File: config.mk
export PLATFORM = sky130hd
export DESIGN_NAME = slave_fifo_mc
export DESIGN_NICKNAME = d
export VERILOG_FILES = /design/src/rtl/slave_fifo_mc.sv
export SDC_FILE = /design/constraint.sdc
export NUM_CORES = 1
export LEC_CHECK = 0
export CAP_MARGIN = 15
export CORE_AREA = 2 2 104 106
export CTS_CLUSTER_SIZE = 8
export DETAILED_ROUTE_END_ITERATION = 10
export DIE_AREA = 0 0 106 108
export PLACE_DENSITY = 0.79
export SLEW_MARGIN = 20
export SYNTH_ARGS = -nofsm -noshare
export SYNTH_HDL_FRONTEND = slang
export SYNTH_SLANG_ARGS = --single-unit
File: constraint.sdc
create_clock -name i_usb_pclk -period 5.04 [get_ports i_usb_pclk]
set_input_delay 1.008 -clock i_usb_pclk [delete_from_list [all_inputs] [get_ports i_usb_pclk]]
set_output_delay 1.008 -clock i_usb_pclk [all_outputs]
set_load 0.05 [all_outputs]
File: src/rtl/slave_fifo_mc.sv
// Multi-channel slave FIFO flag and occupancy model.
// Tracks per-channel word and committed-buffer counts for a host-side drain,
// and presents full/partial flags for whichever channel is currently addressed.
// Write data is not stored; only the occupancy it implies is modelled.
module slave_fifo_mc #(
    parameter int unsigned U3_DATWD    = 32,
    parameter int unsigned CH_NUM      = 4,
    parameter int unsigned BUF_DPTH_WD = 13,
    parameter int unsigned BUF_DPTH    = 4096,
    parameter int unsigned BUFFER_NUM  = 8,
    parameter int unsigned WMARK       = 6,
    parameter int unsigned FLAG_DLY    = 3,
    parameter int unsigned DRAIN_CYC   = 16
) (
    input  logic                i_usb_pclk,
    input  logic                reset_n,
    input  logic                i_usb_cs,
    input  logic                i_usb_wr,
    input  logic                i_usb_pkt,
    input  logic [1:0]          iv_usb_addr,
    input  logic [U3_DATWD-1:0] iv_usb_data,
    input  logic                i_pc_busy,
    output logic                o_flaga,
    output logic                o_flagb,
    output logic                o_overflow,
    output logic [15:0]         ov_pkt_cnt
);

    localparam int unsigned BCNT_WD = $clog2(BUFFER_NUM + 1);
    localparam int unsigned DCNT_WD = (DRAIN_CYC > 1) ? $clog2(DRAIN_CYC) : 1;

    localparam logic [BUF_DPTH_WD-1:0] WCNT_LAST  = BUF_DPTH_WD'(BUF_DPTH - 1);
    localparam logic [BUF_DPTH_WD-1:0] WCNT_WMARK = BUF_DPTH_WD'(BUF_DPTH - WMARK);
    localparam logic [BUF_DPTH_WD-1:0] WCNT_ONE   = BUF_DPTH_WD'(1);
    localparam logic [BCNT_WD-1:0]     BCNT_FULL  = BCNT_WD'(BUFFER_NUM);
    localparam logic [BCNT_WD-1:0]     BCNT_ONE   = BCNT_WD'(1);
    localparam logic [DCNT_WD-1:0]     DCNT_LAST  = DCNT_WD'(DRAIN_CYC - 1);
    localparam logic [DCNT_WD-1:0]     DCNT_ONE   = DCNT_WD'(1);
    // A pktend keeps the partial flag asserted for this many cycles.
    localparam logic [2:0]             PKT_HOLD   = 3'd4;

    logic              addr_valid;
    logic [CH_NUM-1:0] ch_full;
    logic [CH_NUM-1:0] ch_wmark;
    logic [CH_NUM-1:0] ch_pkt_recent;
    logic [CH_NUM-1:0] ch_commit;
    logic [CH_NUM-1:0] ch_drop;

    logic              sel_full;
    logic              sel_wmark;
    logic              sel_recent;
    logic              flagb_raw;
    logic [FLAG_DLY-1:0] flagb_q;

    // Data bus only qualifies strobes; fold it so it is visibly consumed.
    logic unused_data;
    assign unused_data = ^iv_usb_data;

    // Addresses at or beyond CH_NUM select no channel at all.
    assign addr_valid = (32'(iv_usb_addr) < CH_NUM);

    for (genvar c = 0; c < CH_NUM; c++) begin : g_ch
        logic [BUF_DPTH_WD-1:0] wcnt_q;
        logic [BCNT_WD-1:0]     bcnt_q;
        logic [DCNT_WD-1:0]     dcnt_q;
        logic [2:0]             pkt_hist_q;

        logic sel;
        logic wr_req;
        logic pkt_req;
        logic wr_acc;
        logic pkt_acc;
        logic auto_commit;
        logic commit;
        logic drain_run;
        logic drain_done;

        assign sel     = addr_valid && !i_usb_cs && (iv_usb_addr == 2'(c));
        assign wr_req  = sel && !i_usb_wr;
        assign pkt_req = sel && !i_usb_pkt;

        assign ch_full[c] = (bcnt_q == BCNT_FULL);
        assign wr_acc     = wr_req && !ch_full[c];
        assign pkt_acc    = pkt_req && !ch_full[c];

        // A write on the last word and a pktend together still yield one commit.
        assign auto_commit = wr_acc && (wcnt_q == WCNT_LAST);
        assign commit      = auto_commit || pkt_acc;

        assign drain_run  = !i_pc_busy && (bcnt_q != '0);
        assign drain_done = drain_run && (dcnt_q == DCNT_LAST);

        assign ch_commit[c]     = commit;
        assign ch_drop[c]       = (wr_req || pkt_req) && ch_full[c];
        assign ch_wmark[c]      = (wcnt_q >= WCNT_WMARK);
        assign ch_pkt_recent[c] = (pkt_hist_q != '0);

        // Word, committed-buffer, drain and pktend-history counters for this channel.
        always_ff @(posedge i_usb_pclk) begin
            if (!reset_n) begin
                wcnt_q     <= '0;
                bcnt_q     <= '0;
                dcnt_q     <= '0;
                pkt_hist_q <= '0;
            end else begin
                if (commit) begin
                    wcnt_q <= '0;
                end else if (wr_acc) begin
                    wcnt_q <= wcnt_q + WCNT_ONE;
                end

                // Simultaneous commit and drain cancel out.
                if (commit && !drain_done) begin
                    bcnt_q <= bcnt_q + BCNT_ONE;
                end else if (!commit && drain_done) begin
                    bcnt_q <= bcnt_q - BCNT_ONE;
                end

                if (drain_done) begin
                    dcnt_q <= '0;
                end else if (drain_run) begin
                    dcnt_q <= dcnt_q + DCNT_ONE;
                end

                if (pkt_req) begin
                    pkt_hist_q <= PKT_HOLD;
                end else if (pkt_hist_q != '0) begin
                    pkt_hist_q <= pkt_hist_q - 3'd1;
                end
            end
        end
    end

    // Route the addressed channel's status to the flag logic.
    always_comb begin
        sel_full   = 1'b0;
        sel_wmark  = 1'b0;
        sel_recent = 1'b0;
        for (int unsigned c = 0; c < CH_NUM; c++) begin
            if (iv_usb_addr == 2'(c)) begin
                sel_full   = ch_full[c];
                sel_wmark  = ch_wmark[c];
                sel_recent = ch_pkt_recent[c];
            end
        end
    end

    assign flagb_raw = !(sel_full || sel_wmark || sel_recent);
    assign o_flagb   = flagb_q[FLAG_DLY-1];

    // Registered flags, flagb delay line, sticky overflow and packet counter.
    always_ff @(posedge i_usb_pclk) begin
        if (!reset_n) begin
            o_flaga    <= 1'b1;
            flagb_q    <= '1;
            o_overflow <= 1'b0;
            ov_pkt_cnt <= 16'd0;
        end else begin
            o_flaga    <= !sel_full;
            flagb_q[0] <= flagb_raw;
            for (int unsigned i = 1; i < FLAG_DLY; i++) begin
                flagb_q[i] <= flagb_q[i-1];
            end
            if (|ch_drop) begin
                o_overflow <= 1'b1;
            end
            // Only the addressed channel can commit, so at most one per cycle.
            if (|ch_commit) begin
                ov_pkt_cnt <= ov_pkt_cnt + 16'd1;
            end
        end
    end

endmodule

==> flow_metrics.env <==
export IMPL_status="complete, no violations"
export IMPL_peakVddDrop_mv=0.173
export IMPL_antenna_found_initial=0
export IMPL_tritoncts="done"
export IMPL_min_to="flagb_q[2]"
export IMPL_cts_repair_resized=0
export IMPL_cellLeakagePower_uw=0.00256
export IMPL_worstMarginPinSlew_ps=1010
export IMPL_clockBufferDepth=2
export IMPL_maxSlewViolCount=0
export IMPL_hold_violations=0
export IMPL_fin_skew_ps=8.14
export IMPL_clk_latency_ps=530
export IMPL_power_density_nw_per_um2=364
export IMPL_synthDistinctLibCells=45
export IMPL_ioPinCount=59
export IMPL_synth_fp_nets=748
export IMPL_hold_start="flagb_q[1]"
export IMPL_ys_seq_area_frac=0.407
export IMPL_grt_pass1_vias=4826
export IMPL_synth_seq_cells=117
export IMPL_cp_arrival_ps=4580
export IMPL_drt_iter0_drc=197
export IMPL_final_cells=848
export IMPL_vias=4786
export IMPL_cp_slowest_stage_delay_ps=620
export IMPL_slew_headroom=0.318
export IMPL_die_area_sq_um=11400
export IMPL_dp_hpwl_mm=8.25
export IMPL_crit_path_top_delay_cell="clkdlybuf4s50_1"
export IMPL_max_cap_viol_count=0
export IMPL_dr_pass1_iters=5
export IMPL_hp_class="reg2reg"
export IMPL_synthCells=668
export IMPL_ant_nets=0
export IMPL_synth_edf_count=0
export IMPL_rr_worst_depth=12
export IMPL_die_x_microns=106
export IMPL_syn_avg_cell_area_sq_um=8.62
export IMPL_grt_ovfl_total=0
export IMPL_worstSetupPathType="in2reg"
export IMPL_post_cts_setup_buffer_count=0
export IMPL_cts_buffers=17
export IMPL_port_buffers=26
export IMPL_required_ps=5500
export IMPL_initial_core_util=0.563
export IMPL_fp_row_count=37
export IMPL_fmax_mhz=242
export IMPL_min_path_cells=1
export IMPL_grt_setup_unrepaired="false"
export IMPL_setup_tns_ps=0
export IMPL_drt_vias_per_instance=5.64
export IMPL_placed_cells=819
export IMPL_htreeDepth=4
export IMPL_worstPathCellList="clkdlybuf4s50_1, nor2b_1, or4b_1, o32a_1, inv_1, ha_1, inv_1, ha_1, a21o_1, a21oi_1, xnor2_1, or3_1, a21oi_1"
export IMPL_utilization=0.657
export IMPL_root_buffer="clkbuf_8"
export IMPL_r2r_start="g_ch[0].bcnt_q[0]"
export IMPL_fin_crit_sh=0.819
export IMPL_place_congestion=0.793
export IMPL_grt_max_degree=41
export IMPL_r2r_end="g_ch[0].bcnt_q[3]"
export IMPL_layout_nets=782
export IMPL_core_area_sq_um=10200
export IMPL_die_height_microns=108
export IMPL_yosys_warnings=0
export IMPL_grt_pass1_wl_mm=21.2
export IMPL_critPathBufInv=3
export IMPL_routedWlPerCell_microns=14.3
export IMPL_cp_end_kind="flip-flop"
export IMPL_ys_async_sr_fraction=0
export IMPL_cp_max_fo=12
export IMPL_reg2reg_slack_ps=1490
export IMPL_drive_gt1_frac=0.0520
export IMPL_ys_flop_type="dfxtp_1"
export IMPL_antennaDiodeCount=0
export IMPL_setup_viol=0
export IMPL_hold_buffers=0
export IMPL_grt_usage=0.231
export IMPL_cts_sinks=117
export IMPL_critPathLaunchType="input pin"
export IMPL_drc=0
export IMPL_syn_area_sq_um=5760
export IMPL_syn2layout_area_growth_pct=16.7
export IMPL_crit_family="simple AND/OR/NAND/NOR gates"
export IMPL_drt_wl_total_mm=12.1
export IMPL_fin_crit_ps=4130
export IMPL_path_clk_slew_ps=60
export IMPL_critPathLaunch="iv_usb_addr[1]"
-- Yosys cell counts, drive strengths merged, types with 3 or more instances --
cell type | number | area (sq um)
dfxtp | 117 | 2340
nor2 | 111 | 417
nand2 | 55 | 206
a21oi | 44 | 220
xnor2 | 44 | 385
ha | 36 | 450
inv | 33 | 124
xor2 | 22 | 193
nand3 | 21 | 105
o21ai | 21 | 105
or3 | 19 | 119
nand4 | 14 | 87.6
mux2i | 13 | 130
clkbuf | 12 | 46.3
o31ai | 10 | 75.1
and2 | 8 | 50.1
nor4 | 8 | 50.1
and3 | 7 | 43.8
or4 | 7 | 52.6
a211oi | 6 | 45.0
buf | 6 | 42.5
nor3 | 6 | 30.0
a21o | 5 | 37.5
and4 | 5 | 43.8
fa | 4 | 80.1
nor2b | 4 | 25.0
nor4b | 4 | 35.0
a31oi | 3 | 18.8
nand2b | 3 | 18.8
or4b | 3 | 30.0
-- state kept, by name (all words and copies together), names as in the netlist --
name,cells
g_ch.wcnt_q,52
g_ch.bcnt_q,16
g_ch.dcnt_q,16
ov_pkt_cnt,16
g_ch.pkt_hist_q,12
flagb_q,3
o_flaga,1
o_overflow,1
-- through the flow --
stage	total power [uW]	hold slack, ps	setup slack [ps]	cell area (sq um)
floorplan	1240	386	1230	5760
global placement	1290	392	566	6150
detailed placement	1310	393	462	6150
CTS	2460	406	943	6720
global route	2550	428	726	6720
finish	2450	410	913	6720
-- per-layer routing --
metal | GRT usage | vias to the layer above | share of wire
li1 | - | 2377 | -
met1 | 0.258 | 2270 | 0.43
met2 | 0.416 | 108 | 0.51
met3 | 0.0567 | 31 | 0.039
met4 | 0.106 | 0 | 0.023
met5 | 0 | - | 0
-- worst max path at each step --
stage	to	depth (start not counted)	slack [ps]
final	g_ch[1].bcnt_q[3]	13	910
after global routing	g_ch[2].bcnt_q[3]	13	730
after floorplan	g_ch[1].bcnt_q[3]	14	1230
after CTS	g_ch[1].bcnt_q[3]	13	940
after global placement	g_ch[1].bcnt_q[3]	13	570
after detailed placement	g_ch[1].bcnt_q[3]	13	460
-- cell families (layout without fill, tap and decap cells) --
kind of cell               count (synthesis)  count (layout)  share of synthesized area
muxes                                     15              15                     0.0265
and+or+nand+nor                          280             280                      0.235
xor gates and xnor gates                  66              66                      0.100
AOI/OAI and AO/OA                         99              99                      0.102
adders and majority gates                 40              40                     0.0921
buffers and inverters                     51              95                     0.0369
DFF                                      117             117                      0.407
-- where the power goes --
part | internal, uW | switching [uW]
Combinational | 126 | 170
Sequential | 969 | 32.0
Clock | 749 | 399
Total | 1840 | 602
-- layout by cell type (no fill, tap or decap), types with 5 or more instances in the layout --
master and instances:
or4_1 7, nand3_1 21, nand4_1 14, ha_1 36, clkbuf_16 16, o21ai_0 21, a21o_1 5, nor3_1 6
xnor2_1 44, and2_1 8, nand2_1 55, buf_4 7, clkdlybuf4s50_1 26, nor2_1 111, xor2_1 22, and3_1 7
or3_1 19, and4_1 5, a211oi_1 6, nor4_1 8, inv_1 33, clkbuf_8 9, o31ai_1 10, a21oi_1 44
dfxtp_1 117, mux2i_1 13
-- layout make-up --
cell class                      instances  area [sq um]
Clock buffer                           26           528
Clock inverter                          3          40.0
Fill cell                             825          3510
Inverter                               33           124
Multi-Input combinational cell        500          3210
Sequential cell                       117          2340
Tap cell                              136           170
Timing Repair Buffer                   33           313
Note: power is estimated with default switching activity, not from simulation.
